**src/rtl/mdr_mem_ctrl.sv**
```systemverilog
// Memory data register sequencer: owns the MDR and runs load/store accesses
// against the 8-bit data memory with a ready handshake and a cycle timeout.
module mdr_mem_ctrl #(
  parameter int TIMEOUT = 16,
  parameter int CNT_W   = 5
) (
  input  logic        clk,
  input  logic        rst_n,
  input  logic        ld_req,
  input  logic        st_req,
  input  logic        mdr_wr,
  input  logic [15:0] c_bus,
  input  logic [15:0] mar,
  input  logic [7:0]  dmem_rdata,
  input  logic        dmem_ready,
  output logic [15:0] dmem_addr,
  output logic [7:0]  dmem_wdata,
  output logic        dmem_read,
  output logic        dmem_write,
  output logic [15:0] mdr_out,
  output logic        busy,
  output logic        done,
  output logic        err,
  output logic [2:0]  state_dbg
);

  // Handshake: a strobe (dmem_read or dmem_write) is the request, dmem_ready is
  // the response; a transfer completes on the first rising edge where the strobe
  // is high and dmem_ready=1, and address/write data hold until then.

  localparam logic [CNT_W-1:0] CNT_LAST = CNT_W'(TIMEOUT - 1);

  typedef enum logic [2:0] {
    S_IDLE    = 3'd0,
    S_RD_WAIT = 3'd1,
    S_WR_WAIT = 3'd2,
    S_DONE    = 3'd3,
    S_ERR     = 3'd4
  } state_t;

  state_t           state, state_nxt;
  logic [CNT_W-1:0] cnt, cnt_nxt;
  logic [15:0]      mdr_nxt, addr_nxt;
  logic [7:0]       wdata_nxt;
  logic             rd_nxt, wr_nxt, done_nxt, err_nxt;
  logic             cnt_expired;

  assign state_dbg   = state;
  assign cnt_expired = (cnt == CNT_LAST);

  always_ff @(posedge clk or negedge rst_n) begin
    if (!rst_n) begin
      state <= S_IDLE;
    end else begin
      state <= state_nxt;
    end
  end

  always_comb begin
    state_nxt = state;
    cnt_nxt   = cnt;
    mdr_nxt   = mdr_out;
    addr_nxt  = dmem_addr;
    wdata_nxt = dmem_wdata;
    rd_nxt    = dmem_read;
    wr_nxt    = dmem_write;
    done_nxt  = 1'b0;
    err_nxt   = 1'b0;
    case (state)
      S_IDLE: begin
        // Fixed priority; losing commands in the same cycle are dropped.
        if (ld_req) begin
          addr_nxt  = mar;
          rd_nxt    = 1'b1;
          wr_nxt    = 1'b0;
          cnt_nxt   = '0;
          state_nxt = S_RD_WAIT;
        end else if (st_req) begin
          addr_nxt  = mar;
          wdata_nxt = mdr_out[7:0];
          wr_nxt    = 1'b1;
          rd_nxt    = 1'b0;
          cnt_nxt   = '0;
          state_nxt = S_WR_WAIT;
        end else if (mdr_wr) begin
          mdr_nxt = c_bus;
        end
      end
      S_RD_WAIT: begin
        if (dmem_ready) begin
          mdr_nxt   = {8'h00, dmem_rdata};
          rd_nxt    = 1'b0;
          done_nxt  = 1'b1;
          state_nxt = S_DONE;
        end else if (cnt_expired) begin
          rd_nxt    = 1'b0;
          err_nxt   = 1'b1;
          state_nxt = S_ERR;
        end else begin
          cnt_nxt = cnt + 1'b1;
        end
      end
      S_WR_WAIT: begin
        if (dmem_ready) begin
          wr_nxt    = 1'b0;
          done_nxt  = 1'b1;
          state_nxt = S_DONE;
        end else if (cnt_expired) begin
          wr_nxt    = 1'b0;
          err_nxt   = 1'b1;
          state_nxt = S_ERR;
        end else begin
          cnt_nxt = cnt + 1'b1;
        end
      end
      S_DONE:  state_nxt = S_IDLE;
      S_ERR:   state_nxt = S_IDLE;
      default: begin
        rd_nxt    = 1'b0;
        wr_nxt    = 1'b0;
        state_nxt = S_IDLE;
      end
    endcase
  end

  always_ff @(posedge clk or negedge rst_n) begin
    if (!rst_n) begin
      cnt        <= '0;
      mdr_out    <= '0;
      dmem_addr  <= '0;
      dmem_wdata <= '0;
      dmem_read  <= 1'b0;
      dmem_write <= 1'b0;
      done       <= 1'b0;
      err        <= 1'b0;
      busy       <= 1'b0;
    end else begin
      cnt        <= cnt_nxt;
      mdr_out    <= mdr_nxt;
      dmem_addr  <= addr_nxt;
      dmem_wdata <= wdata_nxt;
      dmem_read  <= rd_nxt;
      dmem_write <= wr_nxt;
      done       <= done_nxt;
      err        <= err_nxt;
      busy       <= (state_nxt != S_IDLE);
    end
  end

endmodule

```
**config.mk**
```make
export PLATFORM = sky130hd
export DESIGN_NAME = mdr_mem_ctrl
export DESIGN_NICKNAME = d
export VERILOG_FILES = /design/src/rtl/mdr_mem_ctrl.sv
export SDC_FILE = /design/constraint.sdc
export NUM_CORES = 1
export LEC_CHECK = 0
export CAP_MARGIN = 10
export CORE_AREA = 4 4 82 84
export DETAILED_ROUTE_END_ITERATION = 10
export DIE_AREA = 0 0 86 88
export PLACE_DENSITY = 0.72
export REMOVE_ABC_BUFFERS = 1
export SLEW_MARGIN = 20
export SYNTH_ARGS = -nofsm -noshare
export SYNTH_HDL_FRONTEND = slang
export SYNTH_SLANG_ARGS = --single-unit
```
**constraint.sdc**
```tcl
create_clock -name clk -period 1.94 [get_ports clk]
set_clock_uncertainty 0.15 [all_clocks]
set_input_delay 0.388 -clock clk [delete_from_list [all_inputs] [get_ports clk]]
set_output_delay 0.388 -clock clk [all_outputs]
set_load 0.005 [all_outputs]
```
## After elaboration in Yosys (flattened, before gate mapping)

Index checks and enable logic that the tools add are counted.

- Output and inout bits: 48
- Word-level logic and storage cells: 72
- Flip-flop bits (word level): 53

- Reduce and logical (&&, ||, !) cells: 14
- Bitwise gates (word level): 3
- $add $sub $neg: 1
- Equal/unequal tests: 14
- Multiplexer cells: 30

Operator list:

| kind | number |
|---|---|
| 2-to-1 mux 16 bit | 6 |
| case mux 16 bit (2 select lines) | 1 |
| 2-to-1 mux 5 bit | 4 |
| 2-to-1 mux 3 bit | 4 |
| inequality test 2 bit, second input constant | 6 |
| 2-to-1 mux 1 bit | 11 |
| case mux 5 bit (2 select lines) | 1 |
| inequality test 3 bit, second input constant | 3 |
| AND reduction 3 bit | 3 |
| equality test 3 x 2 -> 1 bit, second input constant | 2 |
| case mux 1 bit (3 select lines) | 2 |
| case mux 3 bit (2 select lines) | 1 |
| nonzero test 2 bit | 3 |
| OR reduction 3 bit | 2 |
| adder 5 x 1 -> 5 bit, second input constant | 1 |
| equality test 5 x 4 -> 1 bit, second input constant | 1 |
| AND reduction 5 bit | 1 |
| AND reduction 4 bit | 1 |
| equality test 3 x 1 -> 1 bit, second input constant | 1 |
| equality test 3 bit, second input constant | 1 |
| zero test 3 bit | 1 |
| inverter 1 bit | 3 |
| nonzero test 3 bit | 1 |
| AND reduction 2 bit | 1 |
| OR reduction 2 bit | 1 |

## Longest topological paths before layout

Gate-level depths: netlist of the first run.

- Word-level depth: 5
- Mapped depth: 7
- Mapped depth without buffers: 7

## Worst setup path before layout of the first run

No wires, ideal clock.

- Kind: reg-to-reg
- Start point: register state[2] (netlist: state_dbg[2])
- End point: register dmem_addr[0]
- Stages on the path, launching flop included: 7
- Setup time: 125 ps
- Required time: 1,665 ps
- Arrival time: 1,649 ps
- Path slack: 17 ps
- Cell sequence: dfrtp_1 > buf_2 > nor3_1 > nor2b_1 > buf_2 > buf_4 > mux2_2

- Longest elaborated chain between the ends: 2

RTL lines:

| item | line | source |
|---|---|---|
| start: declaration | 41 | `state_t state, state_nxt;` |
| start signal: assignment | 55 | `state <= state_nxt;` |
| zero test 3 bit | 69 | `case (state)` |
| AND reduction 2 bit (no line) | n/a |  |
| end signal: assignment | 140 | `dmem_addr <= addr_nxt;` |
| end: declaration | 16 | `output logic [15:0] dmem_addr,` |

Every way passes these cells.
A chain may end at the register's enable or synchronous reset.

## Worst setup path in the final report of the first run

- Start point: register state[0] (netlist: state_dbg[0])
- End point: output state_dbg[0]

RTL lines:

| item | line | source |
|---|---|---|
| end: declaration | 24 | `output logic [2:0] state_dbg` |

No word-level cell between the ends.

==> summary.md, run 1 <==
| Metric | Value |
|---|---|
| GPL Wtd Cong | 0.805 |
| Initial antenna violation count | 0 |
| I/O pin cnt | 94 |
| Net Sw Frac | 0.314 |
| FP Rows | 28 |
| Post-synth EDFFs | 0 |
| # DRC | 0 |
| Vias per cell | 4.76 |
| Combinational fraction of design power | 0.488 |
| Vias after detailed routing | 1866 |
| RR Startpoint | cnt[0]$_DFFE_PN0P_ |
| Initial Util | 0.380 |
| CP Class | flop to output pin |
| Buffers plus inverters on the worst setup path | 2 |
| Antenna violation net count after detailed routing | 0 |
| First-pass GRT wire length | 9060 um |
| Largest net degree at the start of global routing | 24 |
| Routed length per instance | 13.9 um |
| Count of input and output buffers | 93 |
| Worst path cell trace | buf_6 > clkdlybuf4s50_1 |
| CTS tree | yes |
| Drt first pass iters | 4 |
| Area of the mapped netlist | 2250 sq um |
| Tot Pwr | 4.81 mW |
| Outcome | finished clean |
| Max Fclk | 0.528 GHz |
| Initial drt markers | 97 |
| Critical Path Fanout Max | 9 |
| Final net count | 365 |
| Slew Limit Fails | 0 |
| Top FF cell, synth | dfrtp_1 |
| Pwr/cell area | 1360 nW/um^2 |
| Die extent in y | approximately 88 um |
| Top Usage Layer GRT | met2 |
| Critical Path AT | 1360 ps |
| Hold path startpoint | dmem_wdata[7]$_DFFE_PN0P_ |
| Setup violators final | 0 |
| Root Buffer | clkbuf_8 |
| Startpoint Class | flop |
| Fraction of registers with async set/reset | 1.00 |
| CP Launch Point | state_dbg[0]$_DFF_PN0_ |
| Tightest Pin Transition | around 520 ps |
| Clk pin slew, worst setup/hold paths | 100 ps |
| Clock period minus worst slack | 1890 ps |
| Final period utilization | 0.977 |
| Syn avg cell area | roughly 11 sq um |
| H-tree depth | 2 |
| Vias in the first global route | around 1900 |
| Reg power frac | 0.383 |
| Grt met2 use | 0.239 |
| Die Wd | ~86 um |
| Cell variety after synth | 33 |
| DP HPWL | approximately 4100 um |
| Internal | 3.30 mW |
| Fin area | 3540 sq um |
| CTS sink cnt | 53 |
| Relative slew slack | 0.653 |
| Cell count after synthesis | around 200 |
| Clock share of power | 0.129 |
| Delay-heaviest family, CP | buffers and inverters |
| Share of cells above drive strength 1 | 0.221 |
| Met1 Track Usage GR | 0.210 |
| Hold Violations, Final | 0 |
| Layout area overhead | 57.5% |
| Worst Setup End Kind | output pin |
| DRT Wirelength | 5450 um |
| Max cap viols | 0 |
| Critical-path top delay cell | clkdlybuf4s50_1 |
| Max stage delay on crit path | a little over 500 ps |
| Total CTS buffers | 5 |
| All-Layer GR Usage | 0.152 |
| Die Area | about 7600 sq um |
| Max Root-Sink Buffers | 2 |
| Sequential-to-total area share from yosys stat | 0.590 |
| Critical Path RT | 1400 ps |
| Flops & latches, synth | 53 |
| Clk Latency, worst-skew pair | 300 ps |
| P_leak | 1.58 nW |
| Grt met3 use | 0.0348 |
| Core area | between 5000 and 6000 sq um |
| N_diodes | 0 |
| Placed instance area | ~3400 sq um |
| Total grt overflow | 0 |
| Worst hold path class | flop to flop |
| Switching Power | 1.51 mW |
| Yosys warning count | 0 |
| Worst IR Drop VDD | 0.000589 V |
[synth_stat cells (all sizes together), types with 3 or more instances]
| cell type | count | share of area |
|---|---|---|
| nor2 | 6 | 0.010 |
| ha | 3 | 0.017 |
| mux2 | 17 | 0.085 |
| and3 | 3 | 0.0083 |
| clkbuf | 4 | 0.0067 |
| dfrtp | 53 | 0.59 |
| nand3 | 11 | 0.024 |
| inv | 13 | 0.022 |
| o2bb2ai | 3 | 0.012 |
| buf | 7 | 0.022 |
| a21oi | 12 | 0.040 |
| o22ai | 8 | 0.022 |
| nand2 | 26 | 0.043 |
| o21ai | 14 | 0.031 |
| nand2b | 3 | 0.0083 |
[power groups by stage]
stage	Sequential (mW)	Clock (mW)	Combinational (mW)
CTS	1.84	0.651	2.34
global placement	1.85	0	2.26
finish	1.84	0.621	2.35
detailed placement	1.86	0	2.32
floorplan	1.92	0	0.867
global route	1.92	0.696	2.58
[tightest hold or removal path, stage by stage (launching register included)]
cell     delay (ps)
dfrtp_1         350
nand2_1          40
o21ai_0          60
[area by class of cell]
cell class	instances	area, sq um
Timing Repair Buffer	119	1150
Clock inverter	3	21.3
Clock buffer	5	68.8
Inverter	13	48.8
Multi-Input combinational cell	124	837
Fill cell	523	2380
Tap cell	75	93.8
Sequential cell	53	1330
[sequential cells by signal (all words and copies together), names as in the netlist]
| register | flops |
|---|---|
| dmem_read | 1 |
| dmem_wdata | 8 |
| busy | 1 |
| err | 1 |
| mdr_out | 16 |
| dmem_write | 1 |
| state_dbg | 3 |
| dmem_addr | 16 |
| done | 1 |
| cnt | 5 |
[kinds of logic after synthesis]
family / share of synthesized area
AOI/OAI and AO/OA: 0.121
xor gates and xnor gates: 0.00389
adders and majority gates: 0.0167
buffers and inverters: 0.0506
DFF: 0.590
muxes: 0.0851
and+or+nand+nor: 0.133
[worst paths after layout]
path                            slack (ps)  cells past startpoint                   endpoint
worst min register to register         340                      2  dmem_wdata[7]$_DFFE_PN0P_
worst min-delay path                   340                      2  dmem_wdata[7]$_DFFE_PN0P_
worst max register to register          80                      7             busy$_DFF_PN0_
max in group asynchronous              560                      3  dmem_wdata[4]$_DFFE_PN0P_
min in group asynchronous              420                      2  dmem_wdata[6]$_DFFE_PN0P_
worst max-delay path                    50                      2               state_dbg[0]
[per-stage QoR]
| step | cells | hold slack [ps] | utilization | TNS, ps | setup WS, ps |
|---|---|---|---|---|---|
| global route | 392 | 378 | 0.598 | -7.93 | -7.93 |
| global placement | 380 | 249 | 0.571 | -4820 | -189 |
| floorplan | 190 | -57.6 | - | -7590 | -471 |
| finish | 392 | 339 | 0.598 | 0 | 45.3 |
| detailed placement | 380 | 247 | 0.571 | -5330 | -212 |
| CTS | 390 | 345 | 0.591 | 0 | 21.7 |
[timing repair]
item                                    4_1_cts  5_1_grt
setup buffers                                 1        2
endpoints found under the setup margin        5       24
pin swaps                                     0        2
resized for setup                             3       10
endpoints found under the hold margin        21        0
hold buffers                                  1        0
[layer usage]
layer	up-vias	share of wire
met5	-	0
met4	0	0.014
met3	8	0.064
met2	63	0.47
met1	870	0.45
li1	925	-
[placed cells by master (no fill, tap or decap), drive strengths merged, types with 5 or more instances in the layout]
cell	count
nand2	26
clkbuf	5
dfrtp	53
buf	26
o22ai	8
mux2	17
nor2	6
inv	14
a21oi	12
o21ai	14
nand3	11
clkdlybuf4s50	91
Note: power is estimated with default switching activity, not from simulation.
==> run 2, diff against run 1 <==
- HOLD_SLACK_MARGIN: not set -> 0.15
==> results of run 2 <==
The final DEF is identical to that of run 1; final timing and power are the same.
